**src/rtl/fp_pkg.sv**
```systemverilog
// Shared FP32 definitions for the sequential multiplier: field widths, bias,
// saturation encodings, FSM state codes and small field classifiers.
package fp_pkg;
  localparam int FP_EXP_W  = 8;
  localparam int FP_FRAC_W = 23;
  localparam int FP_BIAS   = 127;
  localparam int FP_MW     = 24;

  localparam logic [30:0] FP_INF_MAG = 31'h7F800000;
  localparam logic [31:0] FP_EXC     = 32'hFFFFFFFF;

  typedef enum logic [2:0] {
    ST_IDLE     = 3'd0,
    ST_CLASSIFY = 3'd1,
    ST_MUL      = 3'd2,
    ST_NORM     = 3'd3,
    ST_PACK     = 3'd4,
    ST_DONE     = 3'd5
  } fp_state_e;

  function automatic logic is_special(input logic [31:0] x);
    return x[30:23] == 8'hFF;
  endfunction

  function automatic logic is_zero(input logic [31:0] x);
    return (x[30:23] == 8'h00) && (x[22:0] == 23'h0);
  endfunction
endpackage

```
**src/rtl/fp_mul_shift_add.sv**
```systemverilog
// Radix-2 shift-add mantissa core: start loads operands, MW add/shift steps,
// done marks the last step; shl shifts the idle product left for normalization.
module fp_mul_shift_add #(
  parameter int MW = 24
) (
  input  logic            clk,
  input  logic            rst,
  input  logic            start,
  input  logic            shl,
  input  logic [MW-1:0]   a,
  input  logic [MW-1:0]   b,
  output logic [2*MW-1:0] prod,
  output logic            done
);
  localparam logic [4:0] LAST = 5'(MW - 1);

  logic [2*MW-1:0] mcand;
  logic [MW-1:0]   mplier;
  logic [4:0]      cnt;
  logic            busy;

  assign done = busy && (cnt == LAST);

  always_ff @(posedge clk) begin
    if (rst) begin
      mcand  <= '0;
      mplier <= '0;
      prod   <= '0;
      cnt    <= '0;
      busy   <= 1'b0;
    end else if (start) begin
      mcand  <= {{MW{1'b0}}, a};
      mplier <= b;
      prod   <= '0;
      cnt    <= '0;
      busy   <= 1'b1;
    end else if (busy) begin
      if (mplier[0]) prod <= prod + mcand;
      mcand  <= mcand << 1;
      mplier <= mplier >> 1;
      if (done) busy <= 1'b0;
      else      cnt  <= cnt + 5'd1;
    end else if (shl) begin
      prod <= prod << 1;
    end
  end
endmodule

```
**src/rtl/fp_mul_seq.sv**
```systemverilog
// Sequential IEEE-754 single multiplier: classify, 24-cycle shift-add, normalize, pack.
// Define FP_MUL_ROUND_NEAREST_EN for round-to-nearest-even in PACK; default truncates.
module fp_mul_seq
  import fp_pkg::*;
#(
  parameter int BIAS = FP_BIAS,
  parameter int MW   = FP_MW
) (
  input  logic        clk,
  input  logic        rst,
  input  logic        in_valid,
  output logic        in_ready,
  input  logic [31:0] n1,
  input  logic [31:0] n2,
  output logic        out_valid,
  input  logic        out_ready,
  output logic [31:0] result,
  output logic        Overflow,
  output logic        Underflow,
  output logic        Exception,
  output logic [2:0]  dbg_state
);
  localparam logic [2:0] S_IDLE     = ST_IDLE;
  localparam logic [2:0] S_CLASSIFY = ST_CLASSIFY;
  localparam logic [2:0] S_MUL      = ST_MUL;
  localparam logic [2:0] S_NORM     = ST_NORM;
  localparam logic [2:0] S_PACK     = ST_PACK;
  localparam logic [2:0] S_DONE     = ST_DONE;

  logic [2:0]        state;
  logic [31:0]       n1_q, n2_q;
  logic signed [9:0] e;
  logic [MW-2:0]     mant;
  logic [9:0]        eeff1, eeff2;
  logic              sign, special, zero, start, shl, done;
  logic [2*MW-1:0]   prod;
  logic signed [9:0] e_fin;
  logic [MW-2:0]     mant_fin;

  // Handshake: a transfer happens on a rising edge with valid && ready. in_ready is
  // high only in IDLE; out_valid only in DONE, which holds result/flags until taken.
  assign in_ready  = (state == S_IDLE);
  assign out_valid = (state == S_DONE);
  assign dbg_state = state;

  assign sign    = n1_q[31] ^ n2_q[31];
  assign special = is_special(n1_q) || is_special(n2_q);
  assign zero    = is_zero(n1_q) || is_zero(n2_q);
  assign eeff1   = (n1_q[30:23] == 8'h00) ? 10'd1 : {2'b00, n1_q[30:23]};
  assign eeff2   = (n2_q[30:23] == 8'h00) ? 10'd1 : {2'b00, n2_q[30:23]};
  assign start   = (state == S_CLASSIFY) && !special && !zero;
  assign shl     = (state == S_NORM) && !prod[2*MW-1] && !prod[2*MW-2];

  fp_mul_shift_add #(.MW(MW)) u_core (
    .clk   (clk),
    .rst   (rst),
    .start (start),
    .shl   (shl),
    .a     ({|n1_q[30:23], n1_q[MW-2:0]}),
    .b     ({|n2_q[30:23], n2_q[MW-2:0]}),
    .prod  (prod),
    .done  (done)
  );

`ifdef FP_MUL_ROUND_NEAREST_EN
  logic guard, sticky;

  always_comb begin
    e_fin    = e;
    mant_fin = mant;
    if (guard && (sticky || mant[0])) begin
      // Mantissa carry-out renormalizes to 1.0 of the next binade.
      if (&mant) begin
        mant_fin = '0;
        e_fin    = e + 10'sd1;
      end else begin
        mant_fin = mant + {{(MW-2){1'b0}}, 1'b1};
      end
    end
  end
`else
  logic unused_prod_lo;
  assign unused_prod_lo = ^prod[MW-2:0];

  always_comb begin
    e_fin    = e;
    mant_fin = mant;
  end
`endif

  always_ff @(posedge clk) begin
    if (rst) begin
      state     <= S_IDLE;
      n1_q      <= '0;
      n2_q      <= '0;
      e         <= '0;
      mant      <= '0;
      result    <= '0;
      Overflow  <= 1'b0;
      Underflow <= 1'b0;
      Exception <= 1'b0;
`ifdef FP_MUL_ROUND_NEAREST_EN
      guard     <= 1'b0;
      sticky    <= 1'b0;
`endif
    end else begin
      case (state)
        S_IDLE: begin
          if (in_valid) begin
            n1_q  <= n1;
            n2_q  <= n2;
            state <= S_CLASSIFY;
          end
        end
        S_CLASSIFY: begin
          e <= $signed(eeff1 + eeff2 - 10'(BIAS));
          if (special) begin
            Exception <= 1'b1;
            result    <= FP_EXC;
            state     <= S_DONE;
          end else if (zero) begin
            result <= {sign, 31'h0};
            state  <= S_DONE;
          end else begin
            state <= S_MUL;
          end
        end
        S_MUL: begin
          if (done) state <= S_NORM;
        end
        S_NORM: begin
          if (prod[2*MW-1]) begin
            mant  <= prod[2*MW-2:MW];
            e     <= e + 10'sd1;
            state <= S_PACK;
`ifdef FP_MUL_ROUND_NEAREST_EN
            guard  <= prod[MW-1];
            sticky <= |prod[MW-2:0];
`endif
          end else if (prod[2*MW-2]) begin
            mant  <= prod[2*MW-3:MW-1];
            state <= S_PACK;
`ifdef FP_MUL_ROUND_NEAREST_EN
            guard  <= prod[MW-2];
            sticky <= |prod[MW-3:0];
`endif
          end else begin
            // Denormal operands only; the core shifts prod in step with this decrement.
            e <= e - 10'sd1;
          end
        end
        S_PACK: begin
          if (e_fin <= 10'sd0) begin
            Underflow <= 1'b1;
            result    <= {sign, 31'h0};
          end else if (e_fin >= 10'sd255) begin
            Overflow <= 1'b1;
            result   <= {sign, FP_INF_MAG};
          end else begin
            result <= {sign, e_fin[7:0], mant_fin};
          end
          state <= S_DONE;
        end
        S_DONE: begin
          if (out_ready) begin
            Overflow  <= 1'b0;
            Underflow <= 1'b0;
            Exception <= 1'b0;
            state     <= S_IDLE;
          end
        end
        default: state <= S_IDLE;
      endcase
    end
  end
endmodule

```
**config.mk**
```make
export PLATFORM = sky130hd
export DESIGN_NAME = fp_mul_seq
export DESIGN_NICKNAME = d
export VERILOG_FILES = /design/src/rtl/fp_pkg.sv /design/src/rtl/fp_mul_shift_add.sv /design/src/rtl/fp_mul_seq.sv
export SDC_FILE = /design/constraint.sdc
export NUM_CORES = 1
export LEC_CHECK = 0
export CAP_MARGIN = 20
export CORE_MARGIN = 4
export CORE_UTILIZATION = 35
export CTS_CLUSTER_DIAMETER = 80
export CTS_CLUSTER_SIZE = 20
export DETAILED_ROUTE_END_ITERATION = 10
export SKIP_LAST_GASP = 1
export SLEW_MARGIN = 20
export SYNTH_ARGS = -nofsm -noshare
export SYNTH_HDL_FRONTEND = slang
export SYNTH_SLANG_ARGS = --single-unit
export TNS_END_PERCENT = 20
```
**constraint.sdc**
```tcl
create_clock -name clk -period 3.1 [get_ports clk]
set_input_delay 0.62 -clock clk [delete_from_list [all_inputs] [get_ports clk]]
set_output_delay 0.62 -clock clk [all_outputs]
set_load 0.05 [all_outputs]
```
Word-level counts from Yosys, hierarchy flattened

Cells that the tools add are included.
Widths: inputs -> output; s select.

Register bits: 261

Equal/unequal tests: 19
Order comparisons: 2
Bitwise gates (word level): 2
Add/sub/neg operators: 6
Muxes and demuxes: 38
Reduce and logical (&&, ||, !) cells: 38

Operators with widths:

| operator              | count |
|---|---|
| $mux 48               | 3 |
| $mux 24               | 4 |
| $mux 32               | 2 |
| $pmux 32 s2           | 1 |
| $mux 31               | 2 |
| $add 48x48->48        | 1 |
| $logic_not 23->1      | 2 |
| $mux 23               | 2 |
| $mux 3                | 7 |
| $mux 10               | 2 |
| $pmux 10 s2           | 1 |
| $pmux 3 s6            | 1 |
| $eq 8x8->1 const B    | 2 |
| $logic_not 8->1       | 2 |
| $mux 8                | 2 |
| $reduce_or 8->1       | 2 |
| $reduce_bool 2->1     | 7 |
| $ne 2x2->1 const B    | 6 |
| $reduce_and 2->1      | 6 |
| $add 10x2->10 const B | 1 |
| $ge 10x9->1 const B   | 1 |
| $le 10x1->1 const B   | 1 |
| $sub 10x2->10 const B | 1 |
| $sub 9x7->10 const B  | 1 |
| other kinds (21)      | 45 |

Logic depth before layout (Yosys ltp)

Depth in word-level cells: 6
Mapped depth: 17

Cells and area by module

Synthesis repeated with hierarchy kept, for this count alone.

Cell total of the unflattened synthesis: 1,794
Area total of the unflattened synthesis: 14,261.2 um2

Modules (own cells, without submodules):

| module           | seq. area each (um2) | cells each | area each (um2) | times used |
|---|---|---|---|---|
| fp_mul_shift_add | 2,522.4              | 1,012      | 7,985.2         | 1 |
| fp_mul_seq       | 2,702.6              | 782        | 6,276.0         | 1 |

Worst setup path before layout

OpenSTA, ideal clock, no wires.

Path type: reg-to-reg
From: register u_core.prod[0]
To: register u_core.prod[44]
Slack: -0.042 ns
Setup time: 0.127 ns
Clock period less this slack: 3.142 ns
Cell stages (with the launch flop): 14
Required time: 2.973 ns
Arrival time: 3.015 ns
Path through: dfxtp_1 > ha_1 > inv_1 > fa_1 > and2b_1 > o31a_1 > o21ai_2 > a21oi_4 > a311oi_4 > o41ai_4 > a221oi_2 > nor4_2 > mux2i_1 > or3_1

Word-level cells in the longest chain between the ends: 3

RTL lines:

| item                   | line                   | RTL |
|---|---|---|
| start, declared        | fp_mul_shift_add.sv:12 | `output logic [2*MW-1:0] prod,` |
| start signal, assigned | fp_mul_shift_add.sv:38 | `if (mplier[0]) prod <= prod + mcand;` |
| start signal, assigned | fp_mul_shift_add.sv:44 | `prod <= prod << 1;` |
| $add 48x48->48         | fp_mul_shift_add.sv:38 |  |
| $mux 48                | fp_mul_shift_add.sv:38 |  |
| $mux 48                | fp_mul_shift_add.sv:37 | `end else if (busy) begin` |

No other way between the ends. The select of a mux whose other input is x is not followed.
A chain may end at the register's enable or synchronous reset.

Worst setup path in the final report

From: register u_core.prod[0]
To: register u_core.prod[40]

Same word-level chain as after synthesis.

==> results.md <==
- DR top layer: met4
- Post-synth EDFFs: 0
- Vias in the first global route: 11,440
- Final hold vios: 0
- DRT Wirelength: 35.3 mm
- CP Data Arrival Time: 3.57 ns
- Hold Crit Class: in -> reg
- DR pass1 iterations: 5
- Placed cells: 2,231
- CP max FO: 3
- WL met1: 17.4 mm
- Max transition margin: 0.296
- Post-synth top flop: dfxtp_1
- FF-to-FF End: u_core.prod[40]
- Critical path required time: 3.53 ns
- Final core occ: 0.422
- Buffers on Ports: 107
- Area occupied by multi-input gates: 8220 µm²
- Ports: 108
- Die Ht: 206 µm
- Max Clock Skew: 0.0237 ns
- Reg area: 5260 µm²
- Sequential element share of the synthesized area: 0.380
- Hold buffer count at cts: 0
- Die ar.: 42,500 µm²
- TritonCTS clock tree: done
- Post-layout nets: 1,884
- Layout cells sized above 1: 0.0871
- Fin crit share: 1.01
- GP Congestion: 0.921
- Pin count of the biggest net entering global routing: 182
- YS warnings: 0
- Initial antenna violation count: 0
- Fillers: 3,942
- Final ANT Viol Nets: 0
- Reg2reg setup slack: -0.04 ns
- # diodes: 0
- Tightest Pin Transition: 1.05 ns
- Static Leak: 6.12 nW
- Num CTS Buffers: 18
- DRT iter0 DRCs: 811
- WL met3: 1.46 mm
- Max Slew Vio Count: 0
- Worst R2R Start: u_core.prod[0]
- CP Launch Type: flop
- Register-to-Register Path Depth: 15
- Cell area after synthesis: 13,700 µm²
- Max-Cap Viols: 0
- Via count: 11,966
- Pwr Density: 779 nW/µm²
- Die X-Extent: 206 µm
- Hold depth: 2
- HPWL Detailed: 25.0 mm
- Setup WS post-layout: -0.0376 ns
- Hold wc startpoint: rst
- DRC Markers: 0
- Grt ovf: 0
- Post-synth ARST share: 0
- Post-synthesis net count: 1,817
- Flops & latches, synth: 261
- Clk buf depth: 3
- Worst skew pair latency: 0.52 ns
- H-tree levels: 1
- Final setup fails: 2
- CP Class: reg -> reg
- RSZ-0062 raised after global routing: yes
- Failing checks: setup timing
- Period minus WS final: 3.14 ns
- Vias per cell: 5.29
- Syn Inst Count: 1,675
- Mean post-synth cell area: 8.20 µm²
- Fin cells: 2,264
- Routed length per instance: 15.6 µm
- Overall routing resource usage: 0.160
- Root Buffer Master: clkbuf_16
- Pre-CTS WS: -0.0143 ns
- Fmax: 0.319 GHz
- Worst Hold End: u_core.busy
- Initial Utilization: 0.355
- Yosys cell types: 67
- Clk sink count: 261
- Area Overhead vs Synth: 18.9%
- Core Box Area: 38,700 µm²
- Global-route wire length before repair: 57.7 mm
- Rows: 72
- Setup crit end kind: flop
- Routed wl met2: 15.8 mm
- Worst vdd ir: 0.324 mV
- Clock Pin Slew Worst Setup and Hold Paths: 0.10 ns
- Status: finished, violations left
what timing repair did:
item | in CTS | in global routing
setup endpoints to repair | 2 | 25
gates resized for setup | 0 | 59
buffers inserted | 0 | 11
pin swaps | 0 | 24
area by class of cell:
type,instances,area share
Tap cell,518,0.0397
Multi-Input combinational cell,1268,0.503
Clock buffer,19,0.0291
Sequential cell,261,0.322
Timing Repair Buffer,167,0.0977
Inverter,26,0.00597
Clock inverter,5,0.00268
per-layer routing:
metal / track usage / vias to the layer above
met2: 0.256 / 217
met5: 0 / -
li1: - / 6115
met3: 0.0213 / 49
met1: 0.232 / 5585
met4: 0.0288 / 0
cells in the final DEF (no fill, tap or decap), types with 5 or more instances in the layout:
cell type,synthesis,final
xor2_1,18,18
nor2_1,207,205
ha_1,71,60
o21a_1,8,8
a21oi_1,183,177
dfxtp_1,261,243
clkbuf_16,0,19
a311oi_1,6,6
mux2i_1,110,110
a31oi_1,14,13
nand4_1,21,21
clkdlybuf4s50_1,0,106
nor3_1,46,45
nor4_1,15,15
o21ai_0,45,42
o21bai_1,10,10
ha_4,0,7
buf_4,0,52
inv_6,0,5
o22ai_1,6,6
a21o_1,31,31
dfxtp_2,0,13
and3_1,9,9
xnor2_1,31,31
nand3_1,19,18
buf_12,0,5
nand2b_1,11,10
a211oi_1,92,92
nor2b_1,15,15
o211ai_1,6,6
nand2_1,209,208
dfxtp_4,0,5
a21oi_2,0,5
inv_1,25,24
a22oi_1,16,16
or3_1,8,7
a221oi_1,5,5
registers in the layout, summed over array words and instances (netlist names):
| name | cells |
|---|---|
| Exception | 1 |
| Overflow | 1 |
| Underflow | 1 |
| dbg_state | 3 |
| e | 10 |
| mant | 23 |
| n1_q | 32 |
| n2_q | 32 |
| result | 32 |
| u_core.busy | 1 |
| u_core.cnt | 5 |
| u_core.mcand | 48 |
| u_core.mplier | 24 |
| u_core.prod | 48 |
through the flow:
step	power [mW]	hold slack, ns	setup TNS, ns	cell area [µm²]
floorplan	8.62	0.449	0	13700
global placement	10.2	0.456	0	15500
global route	13.6	0.306	-1.56	16300
finish	12.7	0.320	-0.0459	16300
detailed placement	10.2	0.460	-0.0194	15500
CTS	12.6	0.296	-0.0683	16000
logic make-up after synthesis:
logic type	count (synthesis)	synth area share
AO/OA/AOI/OAI	456	0.214
XOR/XNOR	49	0.0312
adder cells (fa/ha/maj)	74	0.0690
buffers and inverters	146	0.0400
flip-flops	261	0.380
multiplexers	114	0.0834
AND/OR/NAND/NOR	575	0.182
how the worst max path moves through the flow:
stage / from / endpoint / slack, ns / cells after the start
finish: u_core.prod[0] / u_core.prod[40] / -0.04 / 15
global route: n1_q[24] / e[9] / -0.22 / 17
CTS: u_core.mcand[0] / u_core.prod[44] / -0.04 / 13
detailed placement: u_core.mcand[0] / u_core.prod[44] / -0.01 / 13
global placement: u_core.mcand[0] / u_core.prod[44] / 0.01 / 13
floorplan: u_core.prod[47] / e[9] / 0.02 / 13
power breakdown:
group	internal, mW	switching [mW]	leakage [nW]	total (mW)
Sequential	4.12	0.707	2.13	4.82
Combinational	2.24	3.32	3.73	5.56
Clock	1.12	1.23	0.257	2.35
Total	7.48	5.25	6.12	12.7
critical path, stage by stage (launching register included):
cell      delay (ns)
dfxtp_1         0.32
ha_2            0.19
inv_2           0.06
fa_2            0.21
and2b_1         0.19
o31a_1          0.26
o21ai_2         0.21
a21oi_4         0.09
a311oi_4        0.32
o41ai_4         0.12
buf_6           0.16
a221oi_4        0.32
buf_4           0.18
o21ai_1         0.07
xnor2_1         0.14
a221oi_1        0.23
synth_stat cells, drive strengths merged, types with 9 or more instances:
cell	number	area [µm²]
a31oi	14	87.6
o21ai	48	244
xnor2	31	272
nor3	47	240
a21o	31	233
dfxtp	261	5230
a211oi	93	703
nand4	21	131
and3	9	56.3
mux2i	110	1100
nand2b	11	68.8
nor2	207	777
inv	25	93.8
o21bai	10	75.1
clkbuf	115	432
nor4	16	106
nor2b	15	93.8
a22oi	16	120
xor2	18	158
a21oi	184	932
nand3	19	95.1
ha	71	888
nand2	209	785
Power figures use the tool's default switching activity.
